**config.mk**
```make
export PLATFORM = sky130hd
export DESIGN_NAME = uart_digit_scheduler_flat
export DESIGN_NICKNAME = d
export VERILOG_FILES = /design/src/rtl/uart_digit_scheduler_if.sv /design/src/rtl/uart_digit_scheduler.sv /design/src/flat_wrapper.sv
export SDC_FILE = /design/constraint.sdc
export NUM_CORES = 1
export LEC_CHECK = 0
export BUFFER_PORTS_ARGS = -buffer_cell sky130_fd_sc_hd__buf_2
export CAP_MARGIN = 20
export CORE_ASPECT_RATIO = 0.9
export CORE_MARGIN = 5
export CORE_UTILIZATION = 35
export DETAILED_ROUTE_END_ITERATION = 12
export GPL_ROUTABILITY_DRIVEN = 0
export PLACE_DENSITY = 0.62
export SKIP_CTS_REPAIR_TIMING = 1
export SYNTH_ARGS = -nofsm -noshare
export SYNTH_HDL_FRONTEND = slang
export SYNTH_SLANG_ARGS = --single-unit
```
**constraint.sdc**
```tcl
create_clock -name clk -period 3.66 [get_ports clk]
set_clock_uncertainty 0.2 [all_clocks]
set_input_delay 0.549 -clock clk [delete_from_list [all_inputs] [get_ports clk]]
set_output_delay 0.549 -clock clk [all_outputs]
set_load 0.01 [all_outputs]
```
**src/rtl/uart_digit_scheduler_if.sv**
```systemverilog
// UART-side handshake bundle: received byte strobe in, acknowledge byte out with valid/ready.
interface uart_digit_scheduler_if;
  logic [7:0] rx_data;
  logic       rx_valid;
  logic [7:0] tx_data;
  logic       tx_valid;
  logic       tx_ready;
  logic       ack_drop;

  modport master (
    output rx_data, rx_valid, tx_ready,
    input  tx_data, tx_valid, ack_drop
  );

  modport slave (
    input  rx_data, rx_valid, tx_ready,
    output tx_data, tx_valid, ack_drop
  );
endinterface

```
**src/rtl/uart_digit_scheduler.sv**
```systemverilog
// ASCII digits -> 4-digit multiplexed 7-segment display; bytes take effect on the accepting edge, ack visible next cycle.
// rx is never stalled; the single-entry ack slot drops (and flags) a new ack when full and not draining.
module uart_digit_scheduler #(
  parameter int SCAN_DIV       = 27000,
  parameter int TIMEOUT_CYCLES = 27000000
) (
  input  logic                  clk,
  input  logic                  reset,
  uart_digit_scheduler_if.slave bus,
  output logic [6:0]            seg,
  output logic [3:0]            an
);

  localparam int DIV_W = (SCAN_DIV > 1) ? $clog2(SCAN_DIV) : 1;
  localparam int TO_W  = (TIMEOUT_CYCLES > 1) ? $clog2(TIMEOUT_CYCLES) : 1;
  localparam logic [DIV_W-1:0] DIV_LAST = DIV_W'(SCAN_DIV - 1);
  localparam logic [TO_W-1:0]  TO_LAST  = TO_W'(TIMEOUT_CYCLES - 1);

  localparam logic [7:0] ACK_OK  = 8'h4B;
  localparam logic [7:0] ACK_ERR = 8'h45;

  typedef enum logic {IDLE, COLLECT} state_t;

  state_t            state_q, state_d;
  logic [15:0]       pend_q, pend_d;
  logic [15:0]       disp_q, disp_d;
  logic [2:0]        pcnt_q, pcnt_d;
  logic [TO_W-1:0]   to_q, to_d;
  logic [DIV_W-1:0]  div_q, div_d;
  logic [1:0]        idx_q, idx_d;
  logic [3:0]        an_q, an_d;
  logic [6:0]        seg_q, seg_d;
  logic [7:0]        tx_data_q, tx_data_d;
  logic              tx_valid_q, tx_valid_d;
  logic              ack_drop_q, ack_drop_d;

  logic              ack_req;
  logic [7:0]        ack_byte;
  logic              is_digit;

  function automatic logic [6:0] enc(input logic [3:0] n);
    case (n)
      4'd0:    enc = 7'b0111111;
      4'd1:    enc = 7'b0000110;
      4'd2:    enc = 7'b1011011;
      4'd3:    enc = 7'b1001111;
      4'd4:    enc = 7'b1100110;
      4'd5:    enc = 7'b1101101;
      4'd6:    enc = 7'b1111101;
      4'd7:    enc = 7'b0000111;
      4'd8:    enc = 7'b1111111;
      4'd9:    enc = 7'b1101111;
      default: enc = 7'b0000000;
    endcase
  endfunction

  assign is_digit = (bus.rx_data >= 8'h30) && (bus.rx_data <= 8'h39);

  // Byte parser / pending buffer FSM; a byte in the expiry cycle wins over the timeout.
  always_comb begin
    state_d  = state_q;
    pend_d   = pend_q;
    disp_d   = disp_q;
    pcnt_d   = pcnt_q;
    to_d     = to_q;
    ack_req  = 1'b0;
    ack_byte = 8'h00;
    if (bus.rx_valid) begin
      to_d = '0;
      if (is_digit) begin
        pend_d  = {pend_q[11:0], bus.rx_data[3:0]};
        pcnt_d  = (pcnt_q == 3'd4) ? 3'd4 : pcnt_q + 3'd1;
        state_d = COLLECT;
      end else if (bus.rx_data == 8'h0D) begin
        ack_req = 1'b1;
        if (pcnt_q != 3'd0) begin
          for (int i = 0; i < 4; i++) begin
            disp_d[i*4 +: 4] = (3'(i) < pcnt_q) ? pend_q[i*4 +: 4] : 4'hF;
          end
          pend_d   = 16'hFFFF;
          pcnt_d   = 3'd0;
          state_d  = IDLE;
          ack_byte = ACK_OK;
        end else begin
          ack_byte = ACK_ERR;
        end
      end else if (bus.rx_data == 8'h43) begin
        pend_d  = 16'hFFFF;
        pcnt_d  = 3'd0;
        state_d = IDLE;
      end else begin
        ack_req  = 1'b1;
        ack_byte = ACK_ERR;
      end
    end else if (state_q == COLLECT) begin
      if (to_q == TO_LAST) begin
        to_d    = '0;
        pend_d  = 16'hFFFF;
        pcnt_d  = 3'd0;
        state_d = IDLE;
      end else begin
        to_d = to_q + TO_W'(1);
      end
    end else begin
      to_d = '0;
    end
  end

  // Ack slot: a handshake in the same cycle frees the slot for a new ack.
  always_comb begin
    tx_data_d  = tx_data_q;
    tx_valid_d = tx_valid_q && !bus.tx_ready;
    ack_drop_d = 1'b0;
    if (ack_req) begin
      if (!tx_valid_q || bus.tx_ready) begin
        tx_data_d  = ack_byte;
        tx_valid_d = 1'b1;
      end else begin
        ack_drop_d = 1'b1;
      end
    end
  end

  always_comb begin
    idx_d = idx_q;
    if (div_q == DIV_LAST) begin
      div_d = '0;
      idx_d = idx_q + 2'd1;
    end else begin
      div_d = div_q + DIV_W'(1);
    end
    an_d  = 4'b0001 << idx_q;
    seg_d = enc(disp_q[{idx_q, 2'b00} +: 4]);
  end

  always_ff @(posedge clk or posedge reset) begin
    if (reset) begin
      state_q    <= IDLE;
      pend_q     <= 16'hFFFF;
      disp_q     <= 16'hFFFF;
      pcnt_q     <= 3'd0;
      to_q       <= '0;
      div_q      <= '0;
      idx_q      <= 2'd0;
      an_q       <= 4'b0001;
      seg_q      <= 7'd0;
      tx_data_q  <= 8'h00;
      tx_valid_q <= 1'b0;
      ack_drop_q <= 1'b0;
    end else begin
      state_q    <= state_d;
      pend_q     <= pend_d;
      disp_q     <= disp_d;
      pcnt_q     <= pcnt_d;
      to_q       <= to_d;
      div_q      <= div_d;
      idx_q      <= idx_d;
      an_q       <= an_d;
      seg_q      <= seg_d;
      tx_data_q  <= tx_data_d;
      tx_valid_q <= tx_valid_d;
      ack_drop_q <= ack_drop_d;
    end
  end

  assign bus.tx_data  = tx_data_q;
  assign bus.tx_valid = tx_valid_q;
  assign bus.ack_drop = ack_drop_q;
  assign seg          = seg_q;
  assign an           = an_q;

endmodule

```
**src/flat_wrapper.sv**
```systemverilog
// flat-port wrapper written by rule: the top's interface ports become plain ports
module uart_digit_scheduler_flat 
#(
  parameter int SCAN_DIV       = 27000,
  parameter int TIMEOUT_CYCLES = 27000000
)
  (clk, reset, seg, an, bus_rx_data, bus_rx_valid, bus_tx_ready, bus_tx_data, bus_tx_valid, bus_ack_drop);
  uart_digit_scheduler_if bus_i ();
  input  logic clk;
  input  logic reset;
  output logic [6:0] seg;
  output logic [3:0] an;
  input wire logic [$bits(bus_i.rx_data)-1:0] bus_rx_data;
  input wire logic [$bits(bus_i.rx_valid)-1:0] bus_rx_valid;
  input wire logic [$bits(bus_i.tx_ready)-1:0] bus_tx_ready;
  output wire logic [$bits(bus_i.tx_data)-1:0] bus_tx_data;
  output wire logic [$bits(bus_i.tx_valid)-1:0] bus_tx_valid;
  output wire logic [$bits(bus_i.ack_drop)-1:0] bus_ack_drop;
  assign bus_i.rx_data = bus_rx_data;
  assign bus_i.rx_valid = bus_rx_valid;
  assign bus_i.tx_ready = bus_tx_ready;
  assign bus_tx_data = bus_i.tx_data;
  assign bus_tx_valid = bus_i.tx_valid;
  assign bus_ack_drop = bus_i.ack_drop;
  uart_digit_scheduler #(.SCAN_DIV(SCAN_DIV), .TIMEOUT_CYCLES(TIMEOUT_CYCLES)) u_core (.clk(clk), .reset(reset), .bus(bus_i), .seg(seg), .an(an));
endmodule
```
# --- Word-level counts from Yosys, hierarchy flattened ---
# Memories as Yosys holds them, arrays and structs flattened. A register that Yosys moved wholly into a read port is not among the register bits.
# Cells that the tools add are included.
word_totals:
  register_bits: 92
  latch_bits: 0
  mem_bits_rw: 0
  mem_bits_ro: 112
  inputBits: 12
  output_inout_bits: 21
  wordCells: 87
  n_memories: 1
classes:
  add_sub_neg: 4
  multipliers: 0
  div: 0
  n_lt_le_gt_ge: 6
  eq_ne: 7
  shifts: 2
  muxes: 43
  bitwise: 1
  reduce_logical: 12
memory_table:
  columns: ["memory", "depth", "word_bits", "read_ports", "rd_ports_with_merged_regs", "wr", "line", "source"]
  rows:
  - ["(no name shown)", 16, 7, 1, 1, 0, "uart_digit_scheduler.sv:42", "case (n)"]
op_table:
  columns: ["cell", "n"]
  rows:
  - ["16-bit two-way mux", 7]
  - ["25-bit two-way mux", 3]
  - ["25-bit by 1-bit adder with 25-bit output, second input constant", 1]
  - ["25-bit == test, second input constant", 1]
  - ["3-bit two-way mux", 8]
  - ["8-bit two-way mux", 3]
  - ["4-bit two-way mux", 5]
  - ["16-bit by 5-bit indexed part select with 4-bit output", 1]
  - ["15-bit by 1-bit adder with 15-bit output, second input constant", 1]
  - ["15-bit == test, second input constant", 1]
  - ["1-bit two-way mux", 15]
  - ["15-bit two-way mux", 1]
  - ["8-bit by 4-bit == test with 1-bit output, second input constant", 1]
  - ["8-bit by 7-bit == test with 1-bit output, second input constant", 1]
  - ["8-bit by 6-bit greater-or-equal comparator with 1-bit output, second input constant", 1]
  - ["8-bit by 6-bit <= comparator with 1-bit output, second input constant", 1]
  - ["4-bit AND reduction", 2]
  - ["7-bit two-way mux", 1]
  - ["1-bit by 3-bit < comparator with 1-bit output, first input constant", 2]
  - ["2-bit by 3-bit < comparator with 1-bit output, first input constant", 2]
  - ["4-bit by 1-bit != test with 1-bit output, second input constant", 1]
  - ["4-bit by 3-bit != test with 1-bit output, second input constant", 1]
  - ["2-bit AND reduction", 2]
  - ["2-bit nonzero test", 2]
  - ["other kinds (9)", 11]

# --- Depth between registers and ports, before layout ---
# Gate-level depths: netlist of the first run.
depth:
  depth_word: 6
  depth_mapped: 8
  ltp_nobuf: 7

# --- Worst setup path before layout of the first run ---
# No wires, ideal clock.
synth_timing:
  path_type: "input port to flip-flop"
  startpoint: "in bus_rx_data[7]"
  endpoint: "reg u_core.disp_q[0]"
  setup_time_ps: 93
  arrival_time_ps: 1765
  t_required_ps: 3367
  path_slack_ps: 1602
  path_stages: 5
  n_path_buf: 1
  cell_sequence: "nor4b_1 -> nand4bb_1 -> nor3_2 -> clkbuf_1 -> a21oi_1"
synth_between:
  elab_chain_len: 4
  elab_cells_between_ends: 6
  classes_between: "order compare (2); eq/ne (1); bitwise (1); reduce/logical (2)"
synth_lines:
  columns: ["item", "line", "source"]
  rows:
  - ["start: declaration", "flat_wrapper.sv:13", "input wire logic [$bits(bus_i.rx_data)-1:0] bus_rx_data;"]
  - ["8-bit by 6-bit greater-or-equal comparator with 1-bit output / 8-bit by 6-bit <= comparator with 1-bit output (equally long branches)", "uart_digit_scheduler.sv:57", "assign is_digit = (bus.rx_data >= 8'h30) && (bus.rx_data <= 8'h39);"]
  - ["1-bit logical AND", "uart_digit_scheduler.sv:57", null]
  - ["1-bit NOT (no line)", null, null]
  - ["4-bit AND reduction (no line) (*)", null, null]
  - ["end signal: assignment", "uart_digit_scheduler.sv:153", "disp_q <= disp_d;"]
  - ["end: declaration", "uart_digit_scheduler.sv:26", "logic [15:0] disp_q, disp_d;"]
# Every way passes the cells marked *; elsewhere a longest branch is shown, timed or not.
# A chain may end at the register's enable or synchronous reset.

# --- Final worst setup path of the first run ---
layout_timing:
  startpoint: "reg u_core.to_q[21]"
  endpoint: "reg u_core.to_q[21]"
layout_between:
  elab_chain_len: 4
  elab_cells_between_ends: 5
  classes_between: "add/sub (1); eq/ne (1); mux (3)"
layout_lines:
  columns: ["item", "line", "source"]
  rows:
  - ["start: declaration", "uart_digit_scheduler.sv:28", "logic [TO_W-1:0] to_q, to_d;"]
  - ["start signal: assignment", "uart_digit_scheduler.sv:155", "to_q <= to_d;"]
  - ["25-bit by 1-bit adder with 25-bit output / 25-bit == test (equally long branches)", "uart_digit_scheduler.sv:102, uart_digit_scheduler.sv:96", null]
  - ["25-bit two-way mux (*)", "uart_digit_scheduler.sv:96", "if (to_q == TO_LAST) begin"]
  - ["25-bit two-way mux (*)", "uart_digit_scheduler.sv:95", "end else if (state_q == COLLECT) begin"]
  - ["25-bit two-way mux (*)", "uart_digit_scheduler.sv:68", "if (bus.rx_valid) begin"]
  - ["named net u_core.to_d[21]", "uart_digit_scheduler.sv:28", null]
# The timed path passes the listed nets; every way through them passes the cells marked *.

==> impl_metrics.yaml, run 1 <==
layout:
  finalNetCount: 461
  syn_to_final_growth_pct: 12.79
  regArea_um2: 2394
  layout-drive-gt1-share_pct: 25.00
  multi_input_area_um2: 1849
  nFillCells: 1233
  final_common_cell: "nor2_1"
  antenna_cells: 0
  stdcell_count: 604
  final_cell_mix: "73 x nor2_1, 61 x dfrtp_1, 33 x dfstp_2, 29 x buf_2, 22 x xnor2_1"
setup_path:
  cp.required_ns: 3.65
  startpoint_type: "register"
  crit_arrival_ns: 2.47
  critPathCaptureType: "register"
  cp_max_fo: 24
  crit_type: "reg2reg"
status:
  status: "complete, no violations"
yosys:
  synth-edff-count: 0
  synthXorXnorAreaFrac_pct: 7.329
  synth_ff_type: "dfrtp_1"
  syn-cell-area_um2: 4422
  synth_cells: 409
  synth-simple-area-share_pct: 18.68
  synthArstFlopShare_pct: 100.0
  ys_seq_elements: 94
  synth_top_family_by_area: "simple AND/OR/NAND/NOR gates"
  yosys_warnings: 0
  yosysSeqAreaShare_pct: 54.13
  synth.area.mux_share_pct: 2.518
  synthAdderAreaFrac_pct: 3.962
  syn_area_per_cell_um2: 10.81
  yosys.cell_types.count: 52
  synth_compound_area_share_pct: 9.083
sta:
  finalWorstSetupSlack_ns: 1.173
  layout_min_cycle_time_ns: 2.487
  max_freq_mhz: 402.0
  setup_viol: 0
  period_share_pct: 67.96
  slew_headroom_pct: 38.07
  worst_slew_pin_slew_ns: 0.9289
  setup_tns_ns: 0
  rsz0062_at_grt: "false"
  report.final.slew_viol_count: 0
  hold_violations: 0
clock_tree:
  clk_latency_ns: 0.34
  cts_tree: "built"
  path_clk_slew_ns: 0.07
  cts_max_level: 3
  cts_made_buffers: 9
  cts_root_buffer: "clkbuf_16"
  cts_buffer_depth: 2
  clock_sinks: 94
pwr:
  intPower_mw: 1.556
  swShare_pct: 23.28
  combPwrFrac_pct: 4.1
  p_leak_nw: 2.014
  p_sw_uw: 472.2
  power_mw: 2.028
  power.density_nw_per_um2: 406.6
  peakVddDrop_mv: 0.1866
  pwr-share-seq_pct: 52.4
  power_frac_clock_pct: 43.5
drt:
  drtIter0Drc: 128
  vias_per_cell: 4.955
  routed_wl_mm: 8.025
  drc: 0
  route.detailed.wl_per_inst_um: 13.29
  vias: 2993
  ant_nets: 0
  drt-pass1-iter-count: 4
hold_path:
  min_path_type: "in2async"
placement:
  place_inst: 588
  dp_hpwl_mm: 5.558
  dp_slack_ns: 1.153
  io_buffers: 29
floorplanning:
  die_h_um: 116.6
  die_w_um: 128.5
  dieArea_um2: 14980
  initial_utilization_pct: 35.26
  row_count: 39
  pin_count: 33
  core_area_um2: 12540
global_routing:
  grt_usage_pct: 11.51
  grt_pass1_vias: 2995
  grt_pass1_wl_mm: 13.99
  grt_max_degree: 54
  grt.overflow.total: 0
  grt_antenna_before_repair: 0
flow_run:
  cap_violations: 0
## power by group through the flow
stage | clock network, mW | logic, mW | registers [mW]
4_1_cts | 0.919 | 0.0856 | 1.06
3_3_place_gp | 0 | 0.0829 | 1.08
3_5_place_dp | 0 | 0.0853 | 1.08
5_1_grt | 0.953 | 0.0946 | 1.06
2_1_floorplan | 0 | 0.0536 | 1.08
6_report | 0.883 | 0.0823 | 1.06
## path summary, 6_finish.rpt
path / startpoint / to / slack, ns / depth (start not counted)
max in group asynchronous: reset / u_core.disp_q[4]$_DFFE_PP1P_ / 2.30 / 3
min in group clk: u_core.to_q[0]$_DFF_PP0_ / u_core.to_q[0]$_DFF_PP0_ / 0.25 / 1
hold reg to reg: u_core.to_q[0]$_DFF_PP0_ / u_core.to_q[0]$_DFF_PP0_ / 0.25 / 1
setup / recovery: u_core.to_q[21]$_DFF_PP0_ / u_core.to_q[21]$_DFF_PP0_ / 1.17 / 5
setup reg to reg: u_core.to_q[21]$_DFF_PP0_ / u_core.to_q[21]$_DFF_PP0_ / 1.17 / 5
hold / removal: reset / u_core.to_q[14]$_DFF_PP0_ / 0.16 / 2
## stage by stage
step	util (%)	hold WS (ns)	cell area [um^2]
floorplan	-	0.2245	4429
global placement	37.51	0.2421	4705
detailed placement	37.51	0.2544	4705
CTS	39.77	0.2124	4987
global route	39.77	0.2558	4987
finish	39.77	0.1641	4987
## cells in the mapped netlist (2+ instances only)
cell type | count | share of area, %
xor2_1 | 15 | 3.0
nor3_1 | 9 | 1.0
xnor2_1 | 22 | 4.4
mux4_2 | 4 | 2.0
inv_1 | 22 | 1.9
nor4_4 | 2 | 0.96
nor2b_1 | 4 | 0.57
buf_2 | 4 | 0.45
and2_1 | 2 | 0.28
clkbuf_1 | 6 | 0.51
dfrtp_1 | 61 | 35
buf_4 | 6 | 1.0
o22a_2 | 15 | 3.4
ha_1 | 14 | 4.0
or3_1 | 2 | 0.28
o21ai_0 | 9 | 1.0
and3_1 | 6 | 0.85
nand3_1 | 9 | 1.0
dfstp_2 | 33 | 20
a31oi_1 | 4 | 0.57
nand4bb_1 | 3 | 0.76
nand2_1 | 21 | 1.8
nand4_1 | 12 | 1.7
nand4b_1 | 2 | 0.40
nand3b_1 | 2 | 0.34
a21oi_1 | 17 | 1.9
nand2b_1 | 3 | 0.42
nor2_1 | 73 | 6.2
o22ai_1 | 4 | 0.57
## registers in the layout, indices dropped and copies added, names as in the netlist, 2 cells and up
name	flops
u_core.to_q	25
u_core.disp_q	16
u_core.pend_q	16
u_core.div_q	15
u_core.seg	7
u_core.an	4
u_core.bus.tx_data	3
u_core.pcnt_q	3
u_core.idx_q	2
## per-layer routing
metal | share of wire [%] | vias to the layer above | GRT usage, %
met3 | 3.7 | 7 | 3.018
met5 | 0 | - | 0
met1 | 47 | 1498 | 14.90
met2 | 48 | 45 | 18.88
met4 | 1.1 | 0 | 3.819
li1 | - | 1443 | -
## cells by family after synthesis
group                      Yosys count
and+or+nand+nor                    160
xor gates and xnor gates            37
buffers and inverters               40
AOI/OAI and AO/OA                   57
DFF                                 94
adders and majority gates           14
other                                1
muxes                                6
## layout make-up
class / instances / share of cell area (%)
clock inverters: 6 / 1.079
well taps: 164 / 4.114
clock buffers: 10 / 4.591
repair buffers: 31 / 3.462
flip-flops and latches: 94 / 47.99
multi-input cells: 277 / 37.08
inverters: 22 / 1.681
## critical path, stage by stage (launching register included)
cell	delay (ns)
dfrtp_1	0.42
or4_4	0.56
nor4_4	0.27
a21oi_1	0.14
nand2_1	0.61
nor2_1	0.13
Power figures use the tool's default switching activity.
==> run 2, diff against run 1 <==
==> constraint.sdc (replaced) <==
create_clock -name clk -period 2.6 [get_ports clk]
set_clock_uncertainty 0.2 [all_clocks]
set_input_delay 0.39 -clock clk [delete_from_list [all_inputs] [get_ports clk]]
set_output_delay 0.39 -clock clk [all_outputs]
set_load 0.01 [all_outputs]
==> run 2 against run 1 <==
Via count decreased by 0.50%. Worst setup slack got worse by 0.83 ns. Critical path depth increased by 3. Critical path type unchanged. Core utilization increased by 0.48 points. Routed wire length increased by 2.2%. Cell count increased by 0.83%.
==> impl_metrics.yaml, run 2 (synthesis gave the netlist of run 1 again) <==
global_routing:
  grt_max_degree: 75
  grt_use_met3_pct: 4.481
  grt_util_met2_pct: 20.27
  grt.overflow.total: 0
  grt_usage_pct: 11.92
  grt-busiest-layer: "met2"
  grt_pass1_vias: 3065
  grt_pass1_wl_mm: 14.34
  gr-usage-met1_pct: 14.58
  grt_antenna_before_repair: 0
placement:
  place_area_um2: 4737
  io_buffers: 29
  dp_hpwl_mm: 5.661
sta:
  worst_slew_pin_slew_ns: 0.6177
  setup_tns_ns: 0
  rsz0062_at_grt: "false"
  report.final.slew_viol_count: 0
  hold_violations: 0
  setup_viol: 0
  period_share_pct: 86.95
  max_freq_mhz: 442.4
  layout_min_cycle_time_ns: 2.261
  slew_headroom_pct: 58.72
drt:
  vias_per_cell: 4.890
  route.detailed.wl_per_inst_um: 13.46
  vias: 2978
  drt-pass1-iter-count: 5
  drc: 0
  drtIter0Drc: 184
  ant_nets: 0
  routed_wl_mm: 8.200
setup_path:
  crit_arrival_ns: 2.35
  cp.required_ns: 2.69
  crit_type: "reg2reg"
  cp_max_fo: 18
  rrSetupSlack_ns: 0.34
  startpoint_type: "register"
  critPathCaptureType: "register"
pwr:
  peakVddDrop_mv: 0.3417
  swShare_pct: 22.36
  intPower_mw: 2.274
  power_frac_clock_pct: 44.8
  p_sw_uw: 655.0
  p_leak_nw: 2.036
  power.density_nw_per_um2: 580.2
  combPwrFrac_pct: 4.1
  pwr-share-seq_pct: 51.1
clock_tree:
  clock_sinks: 94
  cts_made_buffers: 9
  cts_buffer_depth: 2
  cts_max_level: 3
  clk_latency_ns: 0.34
  cts_tree: "built"
  cts_root_buffer: "clkbuf_16"
  path_clk_slew_ns: 0.07
status:
  status: "complete, no violations"
layout:
  antenna_cells: 0
  multi_input_area_um2: 1849
  fin_util_pct: 40.25
  syn_to_final_growth_pct: 14.15
  final_cell_mix: "73 x nor2_1, 61 x dfrtp_1, 33 x dfstp_2, 29 x buf_2, 22 x xnor2_1"
  nFillCells: 1213
  final_area_um2: 5047
  layout-drive-gt1-share_pct: 25.84
  regArea_um2: 2394
  reg_top3: "u_core.to_q (25), u_core.disp_q (16), u_core.pend_q (16)"
  largest_register_ffs: 25
  finalNetCount: 466
  top_register: "u_core.to_q"
  final_common_cell: "nor2_1"
floorplanning:
  die_h_um: 116.6
  dieArea_um2: 14980
  initial_utilization_pct: 35.26
  die_w_um: 128.5
  row_count: 39
  pin_count: 33
  core_area_um2: 12540
flow_run:
  cap_violations: 0
hold_path:
  min_path_type: "in2reg"
run 2: routing by layer:
layer | wire length [um] | share of wire (%) | vias to the layer above
met2 | 4060 | 50 | 32
met4 | 80 | 0.98 | 0
li1 | - | - | 1453
met3 | 309 | 3.8 | 5
met1 | 3749 | 46 | 1488
met5 | 0 | 0 | -
run 2: worst paths after layout:
path | startpoint | to | cells past startpoint
setup / recovery | u_core.pcnt_q[0]$_DFFE_PP0P_ | u_core.pend_q[14]$_DFFE_PP1P_ | 8
hold / removal | bus_rx_data[0] | u_core.pend_q[0]$_DFFE_PP1P_ | 2
setup reg to reg | u_core.pcnt_q[0]$_DFFE_PP0P_ | u_core.pend_q[14]$_DFFE_PP1P_ | 8
hold reg to reg | u_core.to_q[0]$_DFF_PP0_ | u_core.to_q[0]$_DFF_PP0_ | 1
max in group asynchronous | reset | u_core.disp_q[6]$_DFFE_PP1P_ | 4
min in group asynchronous | reset | u_core.to_q[18]$_DFF_PP0_ | 3
run 2: critical path: stages (launching register included):
cell	delay (ns)
dfrtp_1	0.43
inv_1	0.06
ha_1	0.21
nor2b_1	0.15
o41ai_1	0.25
a211oi_1	0.13
buf_4	0.18
nor2_4	0.36
o22a_2	0.23
run 2: cell type report:
class	instances	share of cell area, %
clock buffers	9	4.462
clock inverters	7	1.487
inverters	22	1.710
multi-input cells	277	36.64
flip-flops and latches	94	47.42
well taps	164	4.065
repair buffers	36	4.214
run 2: power by group through the flow:
stage / clock network, mW / logic, mW / registers [mW]
finish: 1.31 / 0.119 / 1.50
detailed placement: 0 / 0.121 / 1.52
global route: 1.42 / 0.137 / 1.50
floorplan: 0 / 0.0758 / 1.52
CTS: 1.36 / 0.122 / 1.50
global placement: 0 / 0.119 / 1.52
run 2: per-stage QoR:
step | power (mW) | cells | hold WS, ns | setup WS, ns
floorplan | 1.600 | 411 | 0.2245 | 0.5541
global placement | 1.641 | 592 | 0.2377 | 0.3386
detailed placement | 1.643 | 592 | 0.2492 | 0.3396
CTS | 2.975 | 608 | -0.1153 | 0.3170
global route | 3.052 | 609 | 0.1144 | 0.1006
finish | 2.929 | 609 | 0.1184 | 0.3394
==> run 3, diff against run 2 <==
--- a/config.mk
+++ b/config.mk
@@ -13,6 +13,7 @@
 export DETAILED_ROUTE_END_ITERATION = 12
 export GPL_ROUTABILITY_DRIVEN = 0
 export PLACE_DENSITY = 0.62
+export SETUP_SLACK_MARGIN = 0.4
 export SKIP_CTS_REPAIR_TIMING = 1
 export SYNTH_ARGS = -nofsm -noshare
 export SYNTH_HDL_FRONTEND = slang
==> run 3 against run 2 <==
Clock power hardly changed. First-iteration DRC count increased by 17%. Count of clock-buffer cells in the layout unchanged. Global-route usage is the same. Worst setup slack better by 0.16 ns. Sequential power about the same. Fmax grew 7.4%. Die area unchanged.
==> impl_metrics.yaml, run 3 (synthesis gave the netlist of run 1 again) <==
pwr:
  power.density_nw_per_um2: 573.0
  peakVddDrop_mv: 0.3414
  p_leak_nw: 2.075
layout:
  finalNetCount: 470
  antenna_cells: 0
  nFillCells: 1203
  final_common_cell: "nor2_1"
  largest_register_ffs: 25
  layout-drive-gt1-share_pct: 27.62
  syn_to_final_growth_pct: 15.90
  final_cell_mix: "73 x nor2_1, 59 x dfrtp_1, 33 x dfstp_2, 29 x buf_2, 22 x xnor2_1"
  reg_top3: "u_core.to_q (25), u_core.disp_q (16), u_core.pend_q (16)"
  top_register: "u_core.to_q"
global_routing:
  grt_max_degree: 75
  grt_antenna_before_repair: 0
  grt_usage_pct: 11.92
  grt.overflow.total: 0
  grt_pass1_vias: 3065
  grt_pass1_wl_mm: 14.34
hold_path:
  hold_depth: 2
  min_path_type: "in2reg"
sta:
  rsz0062_at_grt: "true"
  max_freq_mhz: 475.0
  report.final.slew_viol_count: 0
  hold_violations: 0
  setup_tns_ns: 0
  setup_viol: 0
  slew_headroom_pct: 55.18
  worst_slew_pin_slew_ns: 0.6630
  holdWs_ns: 0.1227
  layout_min_cycle_time_ns: 2.105
  period_share_pct: 80.97
floorplanning:
  row_count: 39
  initial_utilization_pct: 35.26
  dieArea_um2: 14980
  die_w_um: 128.5
  pin_count: 33
  die_h_um: 116.6
  core_area_um2: 12540
drt:
  route.detailed.wl_per_inst_um: 13.80
  ant_nets: 0
  drc: 0
  routed_wl_mm: 8.460
  drtIter0Drc: 216
  vias: 3030
  vias_per_cell: 4.943
  drt-pass1-iter-count: 4
setup_path:
  crit_arrival_ns: 2.19
  ff2ff_path_depth: 6
  critPathCaptureType: "register"
  startpoint_type: "register"
  cp_max_fo: 18
  crit_type: "reg2reg"
  cp.required_ns: 2.69
clock_tree:
  path_clk_slew_ns: 0.07
  cts_max_level: 3
  clock_sinks: 94
  clk_latency_ns: 0.34
  cts_made_buffers: 9
  cts_root_buffer: "clkbuf_16"
  cts_tree: "built"
  cts_buffer_depth: 2
placement:
  io_buffers: 29
  dp_hpwl_mm: 5.661
flow_run:
  cap_violations: 0
status:
  status: "complete, no violations"
-- run 3: final timing paths --
kind | from | end | slack [ns]
hold / removal | bus_rx_data[0] | u_core.pend_q[0]$_DFFE_PP1P_ | 0.12
max in group asynchronous | reset | u_core.pend_q[10]$_DFFE_PP1P_ | 1.03
setup reg to reg | u_core.to_q[21]$_DFF_PP0_ | u_core.pend_q[8]$_DFFE_PP1P_ | 0.49
setup / recovery | u_core.to_q[21]$_DFF_PP0_ | u_core.pend_q[8]$_DFFE_PP1P_ | 0.49
min in group asynchronous | reset | u_core.to_q[18]$_DFF_PP0_ | 0.42
hold reg to reg | u_core.pend_q[15]$_DFFE_PP1P_ | u_core.disp_q[15]$_DFFE_PP1P_ | 0.26
-- run 3: metal layers --
metal / up-vias / global-route usage [%] / part of all wire (%)
met1: 1509 / 14.58 / 45
met3: 4 / 4.481 / 4.6
met2: 53 / 20.27 / 49
met4: 0 / 2.546 / 0.61
li1: 1464 / - / -
met5: - / 0 / 0
-- run 3: critical path, cell delays in order (launching register included) --
cell and delay [ns]:
dfrtp_1 0.42, or4_4 0.56, nor4_4 0.25, a31oi_2 0.16, nor2_4 0.15, buf_12 0.15
o22a_2 0.15
-- run 3: power by group --
| group | internal, mW | switching (mW) |
|---|---|---|
| Combinational | 0.0454 | 0.0816 |
| Sequential | 1.49 | 0.00944 |
| Clock | 0.746 | 0.567 |
| Total | 2.28 | 0.658 |
-- run 3: final cells by class --
type	instances	area, um^2	share of cell area (%)
tap	164	205.2	4.004
sequential	94	2396	46.75
clock inverter	7	75.07	1.465
timing repair buffer	40	266.5	5.200
inverter	22	86.33	1.685
multi-input combinational	277	1871	36.50
clock buffer	9	225.2	4.395
-- run 3: metrics by stage --
step,total power [mW],setup WS (ns),cell area (um^2),instances,util (%)
4_1_cts,2.975,0.3170,5037,608,40.17
6_report,2.937,0.4949,5125,613,40.87
5_1_grt,3.060,0.3938,5125,613,40.87
2_1_floorplan,1.600,0.5541,4433,411,-
3_5_place_dp,1.643,0.3396,4737,592,37.77
3_3_place_gp,1.641,0.3386,4737,592,37.77
